<file path="src/rtl/xor_pkg.sv">
// Shared PRBS31 definitions for the 32-bit XOR scrambler/descrambler pair.
// The 32-step advance function is reused by the scrambler, the descrambler and the bench.
package xor_pkg;

    localparam int PRBS31_TAP_HI = 30;
    localparam int PRBS31_TAP_LO = 27;
    localparam logic [30:0] PRBS31_DEFAULT_SEED = 31'h7FFF_FFFF;

    typedef struct packed {
        logic [30:0] next_lfsr;
        logic [31:0] ks;
    } prbs31_step_t;

    // Keystream bit k comes from step k+1, so ks[0] is the first bit produced.
    function automatic prbs31_step_t prbs31_advance32(input logic [30:0] lfsr);
        prbs31_step_t r;
        logic [30:0]  s;
        logic         nb;
        s    = lfsr;
        r.ks = '0;
        for (int k = 0; k < 32; k++) begin
            nb      = s[PRBS31_TAP_HI] ^ s[PRBS31_TAP_LO];
            s       = {s[29:0], nb};
            r.ks[k] = nb;
        end
        r.next_lfsr = s;
        return r;
    endfunction

endpackage

</file>
<file path="src/rtl/prbs31_keygen.sv">
// Combinational 32-step PRBS31 unroll: produces one keystream word and the
// LFSR state that follows it.
module prbs31_keygen
    import xor_pkg::*;
(
    input  logic [30:0] lfsr,
    output logic [30:0] next_lfsr,
    output logic [31:0] ks
);

    prbs31_step_t step;

    always_comb begin
        step = prbs31_advance32(lfsr);
    end

    assign next_lfsr = step.next_lfsr;
    assign ks        = step.ks;

endmodule

</file>
<file path="src/rtl/xor_descrambler_32.sv">
// Additive PRBS31 descrambler with valid/ready on both sides and a one-entry
// registered output stage that passes through on simultaneous consume.
module xor_descrambler_32
    import xor_pkg::*;
#(
    parameter logic [30:0] SEED = PRBS31_DEFAULT_SEED
) (
    input  logic        clk,
    input  logic        rst,
    input  logic        seed_load,
    input  logic [30:0] seed,
    input  logic        in_valid,
    output logic        in_ready,
    input  logic [31:0] in_data,
    output logic        out_valid,
    input  logic        out_ready,
    output logic [31:0] out_data,
    output logic [15:0] word_count
);

    logic [30:0] lfsr_q, lfsr_d;
    logic        out_valid_q, out_valid_d;
    logic [31:0] out_data_q, out_data_d;
    logic [15:0] word_count_q, word_count_d;

    logic [30:0] lfsr_next;
    logic [31:0] ks;
    logic        accept;

    prbs31_keygen u_keygen (
        .lfsr      (lfsr_q),
        .next_lfsr (lfsr_next),
        .ks        (ks)
    );

    assign in_ready = !seed_load && (!out_valid_q || out_ready);
    assign accept   = in_valid && in_ready;

    // Consume first, then a new accept may refill the slot in the same cycle;
    // seed_load blocks accepts but never disturbs the held output.
    always_comb begin
        lfsr_d       = lfsr_q;
        out_valid_d  = out_valid_q;
        out_data_d   = out_data_q;
        word_count_d = word_count_q;

        if (out_valid_q && out_ready) begin
            out_valid_d = 1'b0;
        end

        if (seed_load) begin
            lfsr_d       = (seed == 31'h0) ? SEED : seed;
            word_count_d = 16'h0;
        end else if (accept) begin
            lfsr_d       = lfsr_next;
            out_data_d   = in_data ^ ks;
            out_valid_d  = 1'b1;
            word_count_d = word_count_q + 16'h1;
        end
    end

    always_ff @(posedge clk) begin
        if (rst) begin
            lfsr_q       <= SEED;
            out_valid_q  <= 1'b0;
            out_data_q   <= 32'h0;
            word_count_q <= 16'h0;
        end else begin
            lfsr_q       <= lfsr_d;
            out_valid_q  <= out_valid_d;
            out_data_q   <= out_data_d;
            word_count_q <= word_count_d;
        end
    end

    assign out_valid  = out_valid_q;
    assign out_data   = out_data_q;
    assign word_count = word_count_q;

endmodule

</file>
<file path="config.mk">
export PLATFORM = sky130hd
export DESIGN_NAME = xor_descrambler_32
export DESIGN_NICKNAME = d
export VERILOG_FILES = /design/src/rtl/xor_pkg.sv /design/src/rtl/prbs31_keygen.sv /design/src/rtl/xor_descrambler_32.sv
export SDC_FILE = /design/constraint.sdc
export NUM_CORES = 1
export LEC_CHECK = 0
export CAP_MARGIN = 20
export CORE_MARGIN = 1.5
export CORE_UTILIZATION = 48
export CTS_CLUSTER_DIAMETER = 80
export DETAILED_ROUTE_END_ITERATION = 7
export MAX_ROUTING_LAYER = met4
export PLACE_DENSITY_LB_ADDON = 0.15
export SLEW_MARGIN = 20
export SYNTH_ARGS = -nofsm -noshare
export SYNTH_HDL_FRONTEND = slang
export SYNTH_SLANG_ARGS = --single-unit
</file>
<file path="constraint.sdc">
create_clock -name clk -period 2.1 [get_ports clk]
set_clock_uncertainty 0.2 [all_clocks]
set_input_delay 0.42 -clock clk [delete_from_list [all_inputs] [get_ports clk]]
set_output_delay 0.42 -clock clk [all_outputs]
set_load 0.02 [all_outputs]
</file>
; After elaboration in Yosys (flattened, before gate mapping)
; Index checks and enable logic that the tools add are counted.
[word_totals]
out_inout_bits = 50
wordCells = 55
in_bits = 68
regBits = 80
[classes]
muxes = 6
bitwise = 34
n_addsub = 1
reduce_logical = 10
[op_table]
columns = operator, count
row1 = $mux 31, 3
row2 = $xor 1x1->1, 32
row3 = $xor 32x32->32, 1
row4 = $logic_not 31->1, 1
row5 = $add 16x1->16 const B, 1
row6 = $logic_and 1x1->1, 3
row7 = $mux 1, 3
row8 = $logic_not 1->1, 2
row9 = $reduce_and 2->1, 1
row10 = $reduce_bool 2->1, 1
row11 = $reduce_or 2->1, 1
row12 = $logic_or 1x1->1, 1
row13 = $not 1->1, 1

; Logic depth before layout (Yosys ltp)
[logic_depth]
word_depth = 6
depth_mapped = 7
depth_no_buf = 5

; By module
; From an unflattened synthesis, not the netlist that was laid out.
[hier_totals]
hier_cells = 490
area_unflattened_um2 = 4336.7
[modules_own_cells]
columns = mod, cells_each, n_inst, seq_area_each_um2, area_each_um2
row1 = xor_descrambler_32, 427, 1, 1601.5, 3778.6
row2 = prbs31_keygen, 63, 1, 0.0, 558.0

; Least setup slack after synthesis
; No wires, ideal clock.
[synth_timing]
path_kind = register to register
from = register word_count_q[0] (netlist: word_count[0])
to = register word_count_q[14] (netlist: word_count[14])
arrival_time_ns = 1.751
path_stages_with_launch = 6
setup_slack_ns = 0.079
path_buffers = 0
required_ns = 1.829
setup_time_ns = 0.071
path_cell_list = dfxtp_1 ha_1 nand2_1 or3_4 or4_1 a21oi_1
[synth_via]
elab_chain_cells = 1
[synth_lines]
columns = element, line_no
row1 = start: declaration, xor_descrambler_32.sv:24  ; logic [15:0] word_count_q, word_count_d;
row2 = start signal: assignment, xor_descrambler_32.sv:72  ; word_count_q <= word_count_d;
row3 = $add 16x1->16, xor_descrambler_32.sv:58  ; word_count_d = word_count_q + 16'h1;
; Every way passes these cells.
; A chain may end at the register's enable or synchronous reset.

; Worst setup path after layout
[layout_timing]
from = input port out_ready
to = output port in_ready
[layout_via]
elab_chain_cells = 2
[layout_lines]
columns = element, line_no
row1 = start: declaration, xor_descrambler_32.sv:16  ; input logic out_ready,
row2 = $logic_or 1x1->1, xor_descrambler_32.sv:36  ; assign in_ready = !seed_load && (!out_valid_q || out_ready);
row3 = $logic_and 1x1->1, xor_descrambler_32.sv:36
row4 = end: declaration, xor_descrambler_32.sv:13  ; output logic in_ready,
; Every way passes these cells.

==> results by group <==
STA
  – WHS: approximately 0.24 ns
  – Achievable Freq: around 0.48 GHz
  – Min cycle time layout: between 2 and 2.5 ns
  – Measured slew at the worst slew-check pin: 0.567 ns
  – Period utilization: just under 100%
  – Finish-stage setup viols: 0
  – Rel. slew slack: ~62%
  – Final hold vios: 0
  – Slew Limit Fails: 0
  – RSZ-0062 raised after global routing: false

Place
  – Final HPWL DP: roughly 7900 µm
  – GP Congestion: approximately 0.85
  – Placed Instance Area: about 5700 µm²
  – Port-buffer cells: 117

Floorplan
  – Initial Util: between 50% and 60%
  – Die area: ~9300 µm²
  – Die H: about 96 µm
  – Ports: around 120
  – Die width: about 96 µm
  – Cell Rows: 33
  – Placeable Area: about 8300 µm²

Drt
  – DRT Wirelength: 11000 µm
  – Final ANT Viol Nets: 0
  – Pre-Repair DR Iteration Count: 5
  – Vias: around 4000
  – Via/cell ratio: between 5 and 6
  – Initial DRC count: 279
  – DR WL/cell: ~15 µm
  – DRC: 0

Worst setup path
  – Critical path peak fanout: 5
  – CP Class: primary input to primary output
  – Critical Path End Type: primary output
  – Req. time, crit path: 1.48 ns
  – CP Launch Type: primary input
  – Arr. time, crit path: 1.45 ns

Power and ir drop
  – Combinational share of power: a little under a quarter
  – Internal cell power: roughly 2800 µW
  – Sequential Power Share: about 44%
  – Psw: roughly 1100 µW
  – Pwr Density: about 650 nW/µm²
  – Worst VDD drop: ~350 µV
  – Power share of the clock group: 32.1%
  – Switching portion of total power: a little over a quarter
  – Static leakage power: about 0.0023 µW
  – Power, Total: between 3000 and 4000 µW

Logic synthesis
  – Post-synthesis cell area: 4200 µm²
  – Yosys cell types: 38
  – Synth warn: 0
  – Async SR Flop Fraction: 0%
  – Synthesized flop and latch total: 80
  – Sequential area share after synthesis: a little under two fifths
  – Syn Inst Count: 518
  – Dominant synthesized flop cell: dfxtp_1
  – Mean Syn Cell Area: about 8 µm²
  – Syn Nets: just under 600
  – EDFF count, synth: 0

Final layout
  – ANT cells: 0
  – Final #Nets: around 700
  – Highest-count cells in the layout ignoring fill and taps: 111 x clkdlybuf4s50_1, 93 x nand2_1, 80 x dfxtp_1
  – Filler cell count: slightly below 700
  – Multi-input logic area: between 2000 and 2500 µm²
  – Layout cell share with drive strength beyond 1: a little under a tenth
  – Synth-to-layout area growth: 40.4%
  – Commonest non-fill, non-tap cell in the layout: clkdlybuf4s50_1
  – Final cell area excluding filler cells: 5890 µm²
  – Register area: around 1600 µm²

Global route
  – Antenna violations before repair: 0
  – GRT overflow: 0
  – Pin count of the biggest net entering global routing: between 60 and 70
  – Met1 usage: 33.0%
  – GR Layer Usage met2: ~41%
  – Number of global-route vias before repair: ~3800
  – GRT busiest layer: met2
  – First-pass GRT wire length: 17900 µm
  – Met3 Usage GRT: roughly 3.3%
  – Global Route Usage Sum: 25.3%

Clock network
  – Root buffer cell: clkbuf_8
  – CTS buffer count: 9
  – Clk slew on worst S/H paths: roughly 0.08 ns
  – Setup bufs post-CTS: 0
  – TritonCTS clock tree: yes
  – Post-CTS Hold Buffers: 0
  – Post-cts resize count: 5
  – Worst-Skew Late Latency: 0.34 ns
  – # clock sinks: 80
  – CTS Buffer Depth: 2
  – H-Tree Depth: 3

Outcome
  – Status: finished clean

Worst hold path
  – Hold WC Path Type: primary input to register

Run
  – Max Cap Viol: 0
==> cells in the mapped netlist, types with 5 or more instances <==
master | number | area share, %
dfxtp_1 | 80 | 38
a21oi_1 | 37 | 4.4
clkbuf_1 | 31 | 2.8
nor4_1 | 10 | 1.5
xnor2_1 | 65 | 14
o21bai_1 | 31 | 5.5
inv_1 | 31 | 2.8
nand2_1 | 94 | 8.4
nand3_1 | 6 | 0.72
a221o_1 | 28 | 6.7
o21ai_0 | 32 | 3.8
nor3_1 | 5 | 0.60
nor2_1 | 20 | 1.8
==> registers in the layout, indices dropped and copies added (netlist names) <==
register / count
word_count: 16
out_data: 32
lfsr_q: 31
out_valid: 1
==> power groups by stage <==
stage	clock (µW)	combinational, µW	sequential (µW)
floorplan	0	489	1770
global placement	0	901	1730
finish	1230	915	1690
global route	1320	1000	1710
CTS	1260	919	1700
detailed placement	0	911	1730
==> critical path, stage by stage <==
cell and delay, ns:
clkdlybuf4s50_1 0.54, nor2b_4 0.07, nor2_1 0.13, clkdlybuf4s15_2 0.28
==> final timing paths <==
kind,to,cells past startpoint,start,slack (ns)
setup / recovery,in_ready,4,out_ready,0.03
hold / removal,word_count[10],4,rst,0.24
setup reg to reg,word_count[14],5,word_count[1],0.10
hold reg to reg,out_data[19],2,out_data[19],0.25
==> per-layer routing <==
metal / part of all wire (%) / routed length (µm)
met2: 47 / 5160
met3: 4.8 / 526
met5: 0 / 0
met1: 47 / 5130
met4: 1.2 / 136
==> layout make-up <==
type / instances / area share, %
multi-input combinational: 370 / 39.7
sequential: 80 / 27.2
timing repair buffer: 154 / 25.4
clock buffer: 10 / 2.34
tap: 105 / 2.23
inverter: 31 / 1.97
clock inverter: 4 / 1.19
==> logic make-up (layout without fill, tap and decap cells) <==
kind of cell	after synthesis	count (layout)	share of synthesized area, %
compound gates	141	141	23.1
xor+xnor	69	69	14.4
fa+ha+maj	1	1	0.298
buf+inv	68	199	6.53
flops	80	80	38.2
simple gates	159	159	17.5
==> per-stage QoR <==
stage          util [%]  setup slack, ns  TNS [ns]  std cells
2_1_floorplan         -           0.0785         0        518
3_3_place_gp       68.0           -0.321     -7.24        740
3_5_place_dp       68.0           -0.300     -7.40        740
4_1_cts            70.6           0.0239         0        754
5_1_grt            70.6         0.000575         0        754
6_report           70.6           0.0277         0        754
Power figures use the tool's default switching activity.
